--- src/rtl/pwm_encoder_mixer.sv ---
// Purpose: per-channel quadrature decoder (sync + debounce) driving duty registers, mixed onto a shared-counter PWM.
// Latency: stable encoder level reaches value_out DEBOUNCE_LEN+3 clocks after first sample; load_val lands next clock.
// Backpressure: none; every input is sampled each clock and nothing can stall.
module pwm_encoder_mixer #(
   parameter int CHANNELS     = 3,
   parameter int WIDTH        = 8,
   parameter int DEBOUNCE_LEN = 8
) (
   input  logic                      clock,
   input  logic                      resetb,
   input  logic [CHANNELS-1:0]       enc_a,
   input  logic [CHANNELS-1:0]       enc_b,
   input  logic                      mode_sat,
   input  logic                      load_en,
   input  logic [7:0]                load_ch,
   input  logic [WIDTH-1:0]          load_val,
   output logic [CHANNELS*WIDTH-1:0] value_out,
   output logic [CHANNELS-1:0]       pwm_out
);

   logic [CHANNELS-1:0]     a_s1, a_s2, b_s1, b_s2;
   logic [DEBOUNCE_LEN-1:0] a_sr [CHANNELS];
   logic [DEBOUNCE_LEN-1:0] b_sr [CHANNELS];
   logic [CHANNELS-1:0]     a_deb, b_deb, a_prev, b_prev;
   logic [CHANNELS-1:0]     step_up, step_dn, load_hit;
   logic [WIDTH-1:0]        value      [CHANNELS];
   logic [WIDTH-1:0]        value_nxt  [CHANNELS];
   logic [WIDTH-1:0]        shadow     [CHANNELS];
   logic [WIDTH-1:0]        cnt;

   // Two-flop synchronisers for the asynchronous encoder pins.
   always_ff @(posedge clock or negedge resetb) begin
      if (!resetb) begin
         a_s1 <= '0;
         a_s2 <= '0;
         b_s1 <= '0;
         b_s2 <= '0;
      end else begin
         a_s1 <= enc_a;
         a_s2 <= a_s1;
         b_s1 <= enc_b;
         b_s2 <= b_s1;
      end
   end

   // Debounce: level only moves once the whole sample window agrees, then previous level is kept for edge decode.
   always_ff @(posedge clock or negedge resetb) begin
      if (!resetb) begin
         for (int i = 0; i < CHANNELS; i++) begin
            a_sr[i] <= '0;
            b_sr[i] <= '0;
         end
         a_deb  <= '0;
         b_deb  <= '0;
         a_prev <= '0;
         b_prev <= '0;
      end else begin
         for (int i = 0; i < CHANNELS; i++) begin
            a_sr[i] <= (a_sr[i] << 1) | DEBOUNCE_LEN'(a_s2[i]);
            b_sr[i] <= (b_sr[i] << 1) | DEBOUNCE_LEN'(b_s2[i]);
            if (&a_sr[i])
               a_deb[i] <= 1'b1;
            else if (~|a_sr[i])
               a_deb[i] <= 1'b0;
            if (&b_sr[i])
               b_deb[i] <= 1'b1;
            else if (~|b_sr[i])
               b_deb[i] <= 1'b0;
         end
         a_prev <= a_deb;
         b_prev <= b_deb;
      end
   end

   // Quadrature decode of {prev a,b} -> {cur a,b}; idle and two-bit jumps produce no step.
   always_comb begin
      step_up = '0;
      step_dn = '0;
      for (int i = 0; i < CHANNELS; i++) begin
         case ({a_prev[i], b_prev[i], a_deb[i], b_deb[i]})
            4'b0010, 4'b1011, 4'b1101, 4'b0100: step_up[i] = 1'b1;
            4'b1000, 4'b1110, 4'b0111, 4'b0001: step_dn[i] = 1'b1;
            default: ;
         endcase
      end
   end

   // Next duty value: a direct load wins over an encoder step on the same channel; steps wrap or clamp per mode_sat.
   always_comb begin
      load_hit = '0;
      for (int i = 0; i < CHANNELS; i++) begin
         value_nxt[i] = value[i];
         load_hit[i]  = load_en && (load_ch == 8'(i));
         if (load_hit[i])
            value_nxt[i] = load_val;
         else if (step_up[i]) begin
            if (!(mode_sat && (value[i] == {WIDTH{1'b1}})))
               value_nxt[i] = value[i] + WIDTH'(1);
         end else if (step_dn[i]) begin
            if (!(mode_sat && (value[i] == '0)))
               value_nxt[i] = value[i] - WIDTH'(1);
         end
      end
   end

   // Duty value registers.
   always_ff @(posedge clock or negedge resetb) begin
      if (!resetb) begin
         for (int i = 0; i < CHANNELS; i++)
            value[i] <= '0;
      end else begin
         for (int i = 0; i < CHANNELS; i++)
            value[i] <= value_nxt[i];
      end
   end

   // Pack per-channel duty values onto the flat output bus.
   always_comb begin
      value_out = '0;
      for (int i = 0; i < CHANNELS; i++)
         value_out[i*WIDTH +: WIDTH] = value[i];
   end

   // Shared PWM counter; shadow duties refresh only at the period boundary so a period never mixes duties.
   always_ff @(posedge clock or negedge resetb) begin
      if (!resetb) begin
         cnt     <= '0;
         pwm_out <= '0;
         for (int i = 0; i < CHANNELS; i++)
            shadow[i] <= '0;
      end else begin
         cnt <= cnt + WIDTH'(1);
         for (int i = 0; i < CHANNELS; i++) begin
            if (cnt == {WIDTH{1'b1}})
               shadow[i] <= value[i];
            pwm_out[i] <= (cnt < shadow[i]);
         end
      end
   end

endmodule

--- config.mk ---
export PLATFORM = sky130hd
export DESIGN_NAME = pwm_encoder_mixer
export DESIGN_NICKNAME = d
export VERILOG_FILES = /design/src/rtl/pwm_encoder_mixer.sv
export SDC_FILE = /design/constraint.sdc
export NUM_CORES = 1
export LEC_CHECK = 0
export ABC_AREA = 1
export CAP_MARGIN = 10
export CORE_UTILIZATION = 45
export CTS_BUF_LIST = sky130_fd_sc_hd__clkbuf_4 sky130_fd_sc_hd__clkbuf_8 sky130_fd_sc_hd__clkbuf_16
export CTS_CLUSTER_DIAMETER = 100
export CTS_CLUSTER_SIZE = 12
export DETAILED_ROUTE_END_ITERATION = 7
export HOLD_SLACK_MARGIN = 0.02
export PLACE_DENSITY_LB_ADDON = 0.25
export SLEW_MARGIN = 20
export SYNTH_ARGS = -nofsm -noshare
export SYNTH_HDL_FRONTEND = slang
export SYNTH_SLANG_ARGS = --single-unit
--- constraint.sdc ---
create_clock -name clock -period 2 [get_ports clock]
set_clock_uncertainty 0.1 [all_clocks]
set_input_delay 0.2 -clock clock [delete_from_list [all_inputs] [get_ports clock]]
set_output_delay 0.2 -clock clock [all_outputs]
set_load 0.02 [all_outputs]
==> results of run 1 <==
## power breakdown
| part | internal [W] | total (W) | leakage (nW) | switching (W) |
|---|---|---|---|---|
| registers | 0.00297 | 0.00342 | 1.61 | 0.000443 |
| clock network | 0.00177 | 0.00295 | 0.270 | 0.00118 |
| logic | 0.00255 | 0.00538 | 2.34 | 0.00283 |
## critical path: stages, from the launching register on
cell     delay, ns
dfrtp_1       0.40
inv_1         0.08
nand2_1       0.06
nand2_2       0.12
nand2_8       0.11
buf_4         0.17
ha_1          0.27
nand3_1       0.07
nand2_2       0.11
nand2_1       0.08
nand2_1       0.06
nand2_1       0.04
nand3_1       0.06
o21ai_0       0.08
nand2_1       0.07
nand2_1       0.05
## cell usage in the layout (no fill, tap or decap), drive strengths merged, types with 14 or more instances in the layout
| cell type | count |
|---|---|
| nand2 | 237 |
| dfrtp | 131 |
| clkbuf | 20 |
| nand4 | 14 |
| ha | 40 |
| nor2 | 40 |
| o21ai | 45 |
| a21oi | 33 |
| nand3 | 60 |
| buf | 85 |
| clkdlybuf4s50 | 51 |
| inv | 99 |
## final cells by class
| type | count | area (µm²) | share of cell area |
|---|---|---|---|
| Multi-Input combinational cell | 520 | 3229 | 0.3642 |
| Clock inverter | 11 | 106.4 | 0.01200 |
| Tap cell | 180 | 225.2 | 0.02540 |
| Clock buffer | 20 | 454.2 | 0.05123 |
| Timing Repair Buffer | 137 | 1206 | 0.1360 |
| Inverter | 97 | 366.6 | 0.04135 |
| Sequential cell | 131 | 3278 | 0.3697 |
## registers in the layout, summed over array words and instances (netlist names)
name / count
a_deb: 3
b_s2: 3
b_deb: 3
b_s1: 3
shadow: 24
a_s2: 3
cnt: 8
a_sr: 24
pwm_out: 3
a_s1: 3
value_out: 24
b_sr: 24
b_prev: 3
a_prev: 3
## logic make-up (layout without fill, tap and decap cells)
logic type | count (synthesis) | after routing
compound gates | 84 | 84
xor+xnor | 24 | 24
fa+ha+maj | 43 | 43
buf+inv | 104 | 265
flops | 131 | 131
simple gates | 369 | 369
## through the flow
| step | total power, W | setup slack [ns] | setup TNS (ns) | instances | hold WS [ns] |
|---|---|---|---|---|---|
| after global placement | 0.007913 | -0.07299 | -0.1917 | 1049 | 0.004041 |
| after global routing | 0.01258 | -0.1765 | -1.199 | 1096 | 0.1273 |
| after CTS | 0.01115 | 0.001652 | 0 | 1086 | 0.1062 |
| after detailed placement | 0.007995 | -0.1463 | -0.7399 | 1049 | 0.01249 |
| final | 0.01175 | -0.01658 | -0.01658 | 1096 | 0.1199 |
| after floorplan | 0.006073 | 0.002136 | 0 | 755 | -0.1956 |
## layer usage
layer | GRT usage | part of all wire | up-vias
met1 | 0.2979 | 0.45 | 2693
met4 | 0.09714 | 0.026 | 0
met5 | 0 | 0 | -
met2 | 0.3589 | 0.48 | 140
li1 | - | - | 2752
met3 | 0.04613 | 0.039 | 43
## what timing repair did
| action | in CTS | in global routing |
|---|---|---|
| hold buffers | 1 | 0 |
| hold endpoints to repair | 131 | 0 |
| endpoints found under the setup margin | 13 | 16 |
| pin swaps | 2 | 33 |
| gates resized for setup | 16 | 57 |
| gates cloned | 0 | 0 |
| setup buffers | 5 | 10 |
## how the worst max path moves through the flow
stage / from / endpoint / cells after the start
6_report: b_deb[0]$_DFFE_PN0P_ / value_out[5]$_DFFE_PN0P_ / 15
5_1_grt: b_prev[0]$_DFF_PN0_ / value_out[6]$_DFFE_PN0P_ / 14
4_1_cts: a_deb[2]$_DFFE_PN0P_ / value_out[21]$_DFFE_PN0P_ / 15
3_5_place_dp: a_deb[0]$_DFFE_PN0P_ / value_out[6]$_DFFE_PN0P_ / 14
3_3_place_gp: b_deb[0]$_DFFE_PN0P_ / value_out[6]$_DFFE_PN0P_ / 14
2_1_floorplan: b_deb[2]$_DFFE_PN0P_ / value_out[22]$_DFFE_PN0P_ / 14
==> summary.md, run 1 <==
| Metric | Value |
|---|---|
| Outcome | `finished, violations left` |
| Failing checks | `setup timing` |
| Clock latency on the worst-skew pair | `0.42 ns` |
| Hold endpoint | `b_s1[1]$_DFF_PN0_` |
| Crit Path Category | `reg -> reg` |
| FF-to-FF setup slack | `-0.02 ns` |
| FF+latch count, synth | `131` |
| Hold Fails Final Rpt | `0` |
| Primary FF master, synth | `dfrtp_1` |
| Layout area overhead | `34.26%` |
| Root Driver | `clkbuf_16` |
| DP HPWL | `11220 µm` |
| Final setup violation count | `1` |
| Antenna diodes | `0` |
| Syn avg cell area | `8.747 µm²` |
| I/O pin count | `53` |
| Sequential area share after synthesis | `0.4964` |
| Most numerous cell in the Yosys netlist | `nand2_1` |
| DR DRC count | `0` |
| Unrepaired setup endpoints after global routing | `true` |
| Rel. slew slack | `0.7098` |
| Mux cell area share after synthesis | `0` |
| Share of the synthesized area in the top cell type | `0.4964` |
| Most frequent cells after synthesis | `225 x nand2_1, 131 x dfrtp_1, 91 x inv_1` |
| Std-Cell Rows | `43` |
| Slew @ Worst Pin | `0.4342 ns` |
| Peak supply drop | `0.0008396 V` |
| CP endpoint kind | `flip-flop` |
| Adder-cell share of the synthesized area | `0.08488` |
| Count of cell types in the netlist | `34` |
| Synthesized instance count | `755` |
| Largest net degree at the start of global routing | `55` |
| Initial core utilization | `0.4685` |
| Syn Nets | `824` |
| Pleak | `4.219 nW` |
| Mapped cell area | `6604 µm²` |
| Synth area leader | `dfrtp_1` |
| Synth Area in XOR/XNOR | `0.03183` |
| Max-Cap Viols | `0` |
| Worst r2r src | `b_deb[0]$_DFFE_PN0P_` |
| Max Freq | `495.9 MHz` |
| Asr flop ratio synth | `1.000` |
| Die Area | `15160 µm²` |
| Vias in the first global route | `5432` |
| Nets@finish | `973` |
| Hold path start | `enc_b[1]` |
| DRT iter0 DRCs | `372` |
| DR WL/cell | `14.56 µm` |
| Synth Area in Compound Gates | `0.07351` |
| Vias | `5628` |
| Die W | `123.1 µm` |
| Reg2Reg Depth | `15` |
| Final core utilization | `0.6290` |
| Detailed Route WL | `15960 µm` |
| RePlAce Congestion | `0.8906` |
| Clock-pin slew on the worst setup and hold paths | `0.06 ns` |
| Final instance area | `8866 µm²` |
| Worst-path fanout max | `7` |
| Max H-tree Level | `4` |
| Num CTS Buffers | `17` |
| Total core area | `14100 µm²` |
| Hold Crit Depth | `1` |
| Tot GR Track Use | `0.2252` |
| CP Data Arrival Time | `2.23 ns` |
| Post-synth EDFFs | `0` |
| Top cells by area, synth | `dfrtp_1 50%, nand2_1 13%, ha_1 7.6%, inv_1 5.2%, nand3_1 4.2%` |
| Clk buf depth | `2` |
| DR vias/cell | `5.135` |
| Max-slew violations | `0` |
| Ratio of cells with drive above 1 in the final layout | `0.2424` |
| CP Launch Type | `flip-flop` |
| Global route overflow | `0` |
| Synth warn | `0` |
| Worst min-delay path class | `in -> reg` |
| Die H | `123.1 µm` |
| Pwr Density | `1325 nW/µm²` |
| Post-route ant nets | `0` |
| Placed Area | `7838 µm²` |
| FF-to-FF End | `value_out[5]$_DFFE_PN0P_` |
| Worst setup margin | `-0.01658 ns` |
| Pre-Repair DR Iteration Count | `5` |
| Antenna violations before repair | `0` |
| First-pass GRT wire length | `26100 µm` |
| Port Buffer Count | `52` |
| Sink Count | `131` |
| Fin crit share | `1.008` |
| Largest family of logic cells by synthesized area | `simple AND/OR/NAND/NOR gates` |
| CTS tree | `yes` |
| CP required | `2.21 ns` |
| Post-route minimum period | `2.017 ns` |
| Simple-Gate Fraction of Synth Area | `0.2497` |
| Fillcell total | `1167` |
No activity file was read; power rests on OpenSTA's default activity.
==> inputs of run 2 (changes only) <==
--- a/config.mk
+++ b/config.mk
@@ -7,13 +7,16 @@
 export LEC_CHECK = 0
 export ABC_AREA = 1
 export CAP_MARGIN = 10
-export CORE_UTILIZATION = 45
+export CELL_PAD_IN_SITES_DETAIL_PLACEMENT = 0
+export CELL_PAD_IN_SITES_GLOBAL_PLACEMENT = 1
+export CORE_UTILIZATION = 40
 export CTS_BUF_LIST = sky130_fd_sc_hd__clkbuf_4 sky130_fd_sc_hd__clkbuf_8 sky130_fd_sc_hd__clkbuf_16
 export CTS_CLUSTER_DIAMETER = 100
 export CTS_CLUSTER_SIZE = 12
 export DETAILED_ROUTE_END_ITERATION = 7
 export HOLD_SLACK_MARGIN = 0.02
 export PLACE_DENSITY_LB_ADDON = 0.25
+export SETUP_SLACK_MARGIN = 0.02
 export SLEW_MARGIN = 20
 export SYNTH_ARGS = -nofsm -noshare
 export SYNTH_HDL_FRONTEND = slang
==> constraint.sdc (replaced) <==
create_clock -name clock -period 2 [get_ports clock]
set_clock_uncertainty 0.1 [all_clocks]
set_input_delay 0.4 -clock clock [delete_from_list [all_inputs] [get_ports clock]]
set_output_delay 0.4 -clock clock [all_outputs]
set_load 0.02 [all_outputs]
==> run 2 against run 1 <==
Effect of this change:
- highest routed layer unchanged
- flip-flop and latch count is the same
- largest cell class is now multi-input combinational cells
- global-route usage fell by 2.2 points
- core utilization decreased by 6.3 points
- critical endpoint is now value_out[22]$_DFFE_PN0P_
- critical path type unchanged
- the flow now finishes without violations
- combinational power about the same
- total power grew 3.7%
==> summary.md, run 2 (synthesis gave the netlist of run 1 again) <==
| Metric | Value |
|---|---|
| CTS tree | `yes` |
| I/O pin count | `53` |
| Die W | `130.5 µm` |
| Outcome | `complete, no violations` |
| Final setup violation count | `0` |
| Peak supply drop | `0.0006452 V` |
| Crit Path Category | `reg -> reg` |
| Worst-path fanout max | `8` |
| Dpl cells | `1085` |
| First-pass GRT wire length | `26340 µm` |
| Std-Cell Rows | `46` |
| Pleak | `4.344 nW` |
| Hold Fails Final Rpt | `0` |
| Ratio of cells with drive above 1 in the final layout | `0.2626` |
| Largest net degree at the start of global routing | `49` |
| Setup crit end | `value_out[22]$_DFFE_PN0P_` |
| CP endpoint kind | `flip-flop` |
| Root Driver | `clkbuf_16` |
| Die Area | `17030 µm²` |
| Multi-input gate area | `3354 µm²` |
| Post-route ant nets | `0` |
| Unrepaired setup endpoints after global routing | `true` |
| Max-Cap Viols | `0` |
| CP required | `2.20 ns` |
| Clock latency on the worst-skew pair | `0.41 ns` |
| CP Launch Type | `flip-flop` |
| Max H-tree Level | `4` |
| Tot GR Track Use | `0.2036` |
| Sink Count | `131` |
| Fillcell total | `1447` |
| Port Buffer Count | `52` |
| Vias | `5496` |
| DR vias/cell | `4.864` |
| Pre-Repair DR Iteration Count | `5` |
| DRT iter0 DRCs | `278` |
| Layout area overhead | `37.21%` |
| Worst path top cell family by delay | `simple AND/OR/NAND/NOR gates` |
| Cell count along the critical path | `13` |
| Slowest Stage Delay on Critical Path | `0.40 ns` |
| Vias in the first global route | `5254` |
| Initial core utilization | `0.4127` |
| Worst Setup SP | `a_deb[2]$_DFFE_PN0P_` |
| Slew @ Worst Pin | `0.3709 ns` |
| Most frequent cells in the layout | `197 x nand2_1, 129 x dfrtp_1, 81 x inv_1` |
| Die H | `130.5 µm` |
| Clk buf depth | `2` |
| FF-to-FF setup slack | `0.009 ns` |
| Worst min-delay path class | `reg -> reg` |
| Setup TNS Final | `0 ns` |
| Area occupied by registers | `3281 µm²` |
| DR WL/cell | `14.58 µm` |
| Post-route minimum period | `1.991 ns` |
| Nets@finish | `971` |
| RePlAce Congestion | `0.8480` |
| Max Freq | `502.2 MHz` |
| Pwr Density | `1345 nW/µm²` |
| Cell Chain, Critical Path | `nand2_1, nand2_2, nand2_8, inv_4, fa_2, o21ai_2, nand2_1, nand2_1, nand2_2, nand3_2, nand2_1, nand2_1, nand2_1` |
| Buf/Inv on CP | `1` |
| Antenna violations before repair | `0` |
| Fin crit share | `0.9956` |
| Reg2Reg Depth | `13` |
| Global route overflow | `0` |
| Worst hold margin | `0.2458 ns` |
| Commonest non-fill, non-tap cell in the layout | `nand2_1` |
| Layout Cells excl Fill | `1130` |
| Antenna diodes | `0` |
| CP max stage cell | `dfrtp_1` |
| Critical Path Most Common Cell | `nand2_1` |
| FF-to-FF End | `value_out[22]$_DFFE_PN0P_` |
| Num CTS Buffers | `17` |
| Total core area | `16000 µm²` |
| Max-slew violations | `0` |
| Clock-pin slew on the worst setup and hold paths | `0.06 ns` |
| DR DRC count | `0` |
| DP HPWL | `11650 µm` |
| Worst r2r src | `a_deb[2]$_DFFE_PN0P_` |
| CP Data Arrival Time | `2.19 ns` |
| Rel. slew slack | `0.7527` |
| Detailed Route WL | `16480 µm` |
## run 2: cell types whose count changed in the layout (fill, tap and decap cells not counted), sizes merged, moves of 2 or more
cell,delta
clkbuf,+3
bufinv,+3
inv,-2
dlygate4sd2,+23
clkinv,-2
buf,-3
clkinvlp,-2
clkdlybuf4s50,-24
## run 2: through the flow
| step | instance area (µm²) | total power [W] | utilization | worst slack (ns) |
|---|---|---|---|---|
| 4_1_cts | 8657 | 0.01142 | 0.5411 | -0.0008791 |
| 3_5_place_dp | 7883 | 0.007930 | 0.4926 | -0.09631 |
| 6_report | 9061 | 0.01219 | 0.5663 | 0.008707 |
| 5_1_grt | 9061 | 0.01302 | 0.5663 | -0.09722 |
| 3_3_place_gp | 7883 | 0.007859 | 0.4926 | -0.06799 |
| 2_1_floorplan | 6604 | 0.006081 | - | 0.02752 |
## run 2: worst min-delay path by stage
| stage | from | end | slack, ns | cells after the start |
|---|---|---|---|---|
| 2_1_floorplan | resetb | a_deb[0]$_DFFE_PN0P_ | 0.004 | 0 |
| 3_3_place_gp | resetb | b_sr[17]$_DFF_PN0_ | 0.22 | 1 |
| 3_5_place_dp | resetb | b_sr[17]$_DFF_PN0_ | 0.23 | 1 |
| 4_1_cts | a_s1[2]$_DFF_PN0_ | a_s2[2]$_DFF_PN0_ | 0.25 | 0 |
| 5_1_grt | a_s1[2]$_DFF_PN0_ | a_s2[2]$_DFF_PN0_ | 0.25 | 0 |
| 6_report | a_s1[2]$_DFF_PN0_ | a_s2[2]$_DFF_PN0_ | 0.25 | 0 |
## run 2: layout make-up
cell class / instances / area share
Multi-Input combinational cell: 521 / 0.3702
Sequential cell: 131 / 0.3621
Timing Repair Buffer: 134 / 0.1269
Clock buffer: 23 / 0.05399
Inverter: 97 / 0.04046
Tap cell: 216 / 0.02983
Clock inverter: 8 / 0.01657
## run 2: layer usage
layer | share of wire | global-route usage | vias up
met5 | 0 | 0 | -
met4 | 0.015 | 0.06829 | 0
met3 | 0.025 | 0.03461 | 22
met2 | 0.49 | 0.3293 | 93
met1 | 0.47 | 0.2777 | 2632
li1 | - | - | 2749
## run 2: what timing repair did
item                                    4_1_cts  5_1_grt
pin swaps                                     5       42
hold buffers                                  1        0
buffers inserted                              1       11
endpoints found under the hold margin        36        0
gates cloned                                  1        0
endpoints found under the setup margin       37       18
gates resized for setup                      45       83
## run 2: report_power, final
group          leakage [nW]  switching (W)  internal (W)
logic                  2.42        0.00293       0.00244
registers              1.61       0.000492       0.00297
clock network         0.314        0.00112       0.00222
total                  4.34        0.00455       0.00764
## run 2: worst register-to-register path, stage by stage (launching register included)
cell and delay, ns:
dfrtp_1 0.40, nand2_1 0.09, nand2_2 0.10, nand2_8 0.14, inv_4 0.05, fa_2 0.40
o21ai_2 0.18, nand2_1 0.09, nand2_1 0.08, nand2_2 0.06, nand3_2 0.06, nand2_1 0.05
nand2_1 0.05, nand2_1 0.04
==> inputs of run 3 (changes only) <==
--- a/config.mk
+++ b/config.mk
@@ -6,6 +6,7 @@
 export NUM_CORES = 1
 export LEC_CHECK = 0
 export ABC_AREA = 1
+export ABC_CLOCK_PERIOD_IN_PS = 2000
 export CAP_MARGIN = 10
 export CELL_PAD_IN_SITES_DETAIL_PLACEMENT = 0
 export CELL_PAD_IN_SITES_GLOBAL_PLACEMENT = 1
==> results of run 3 <==
Same layout as run 2: the final DEF is identical, and so are final timing and power.
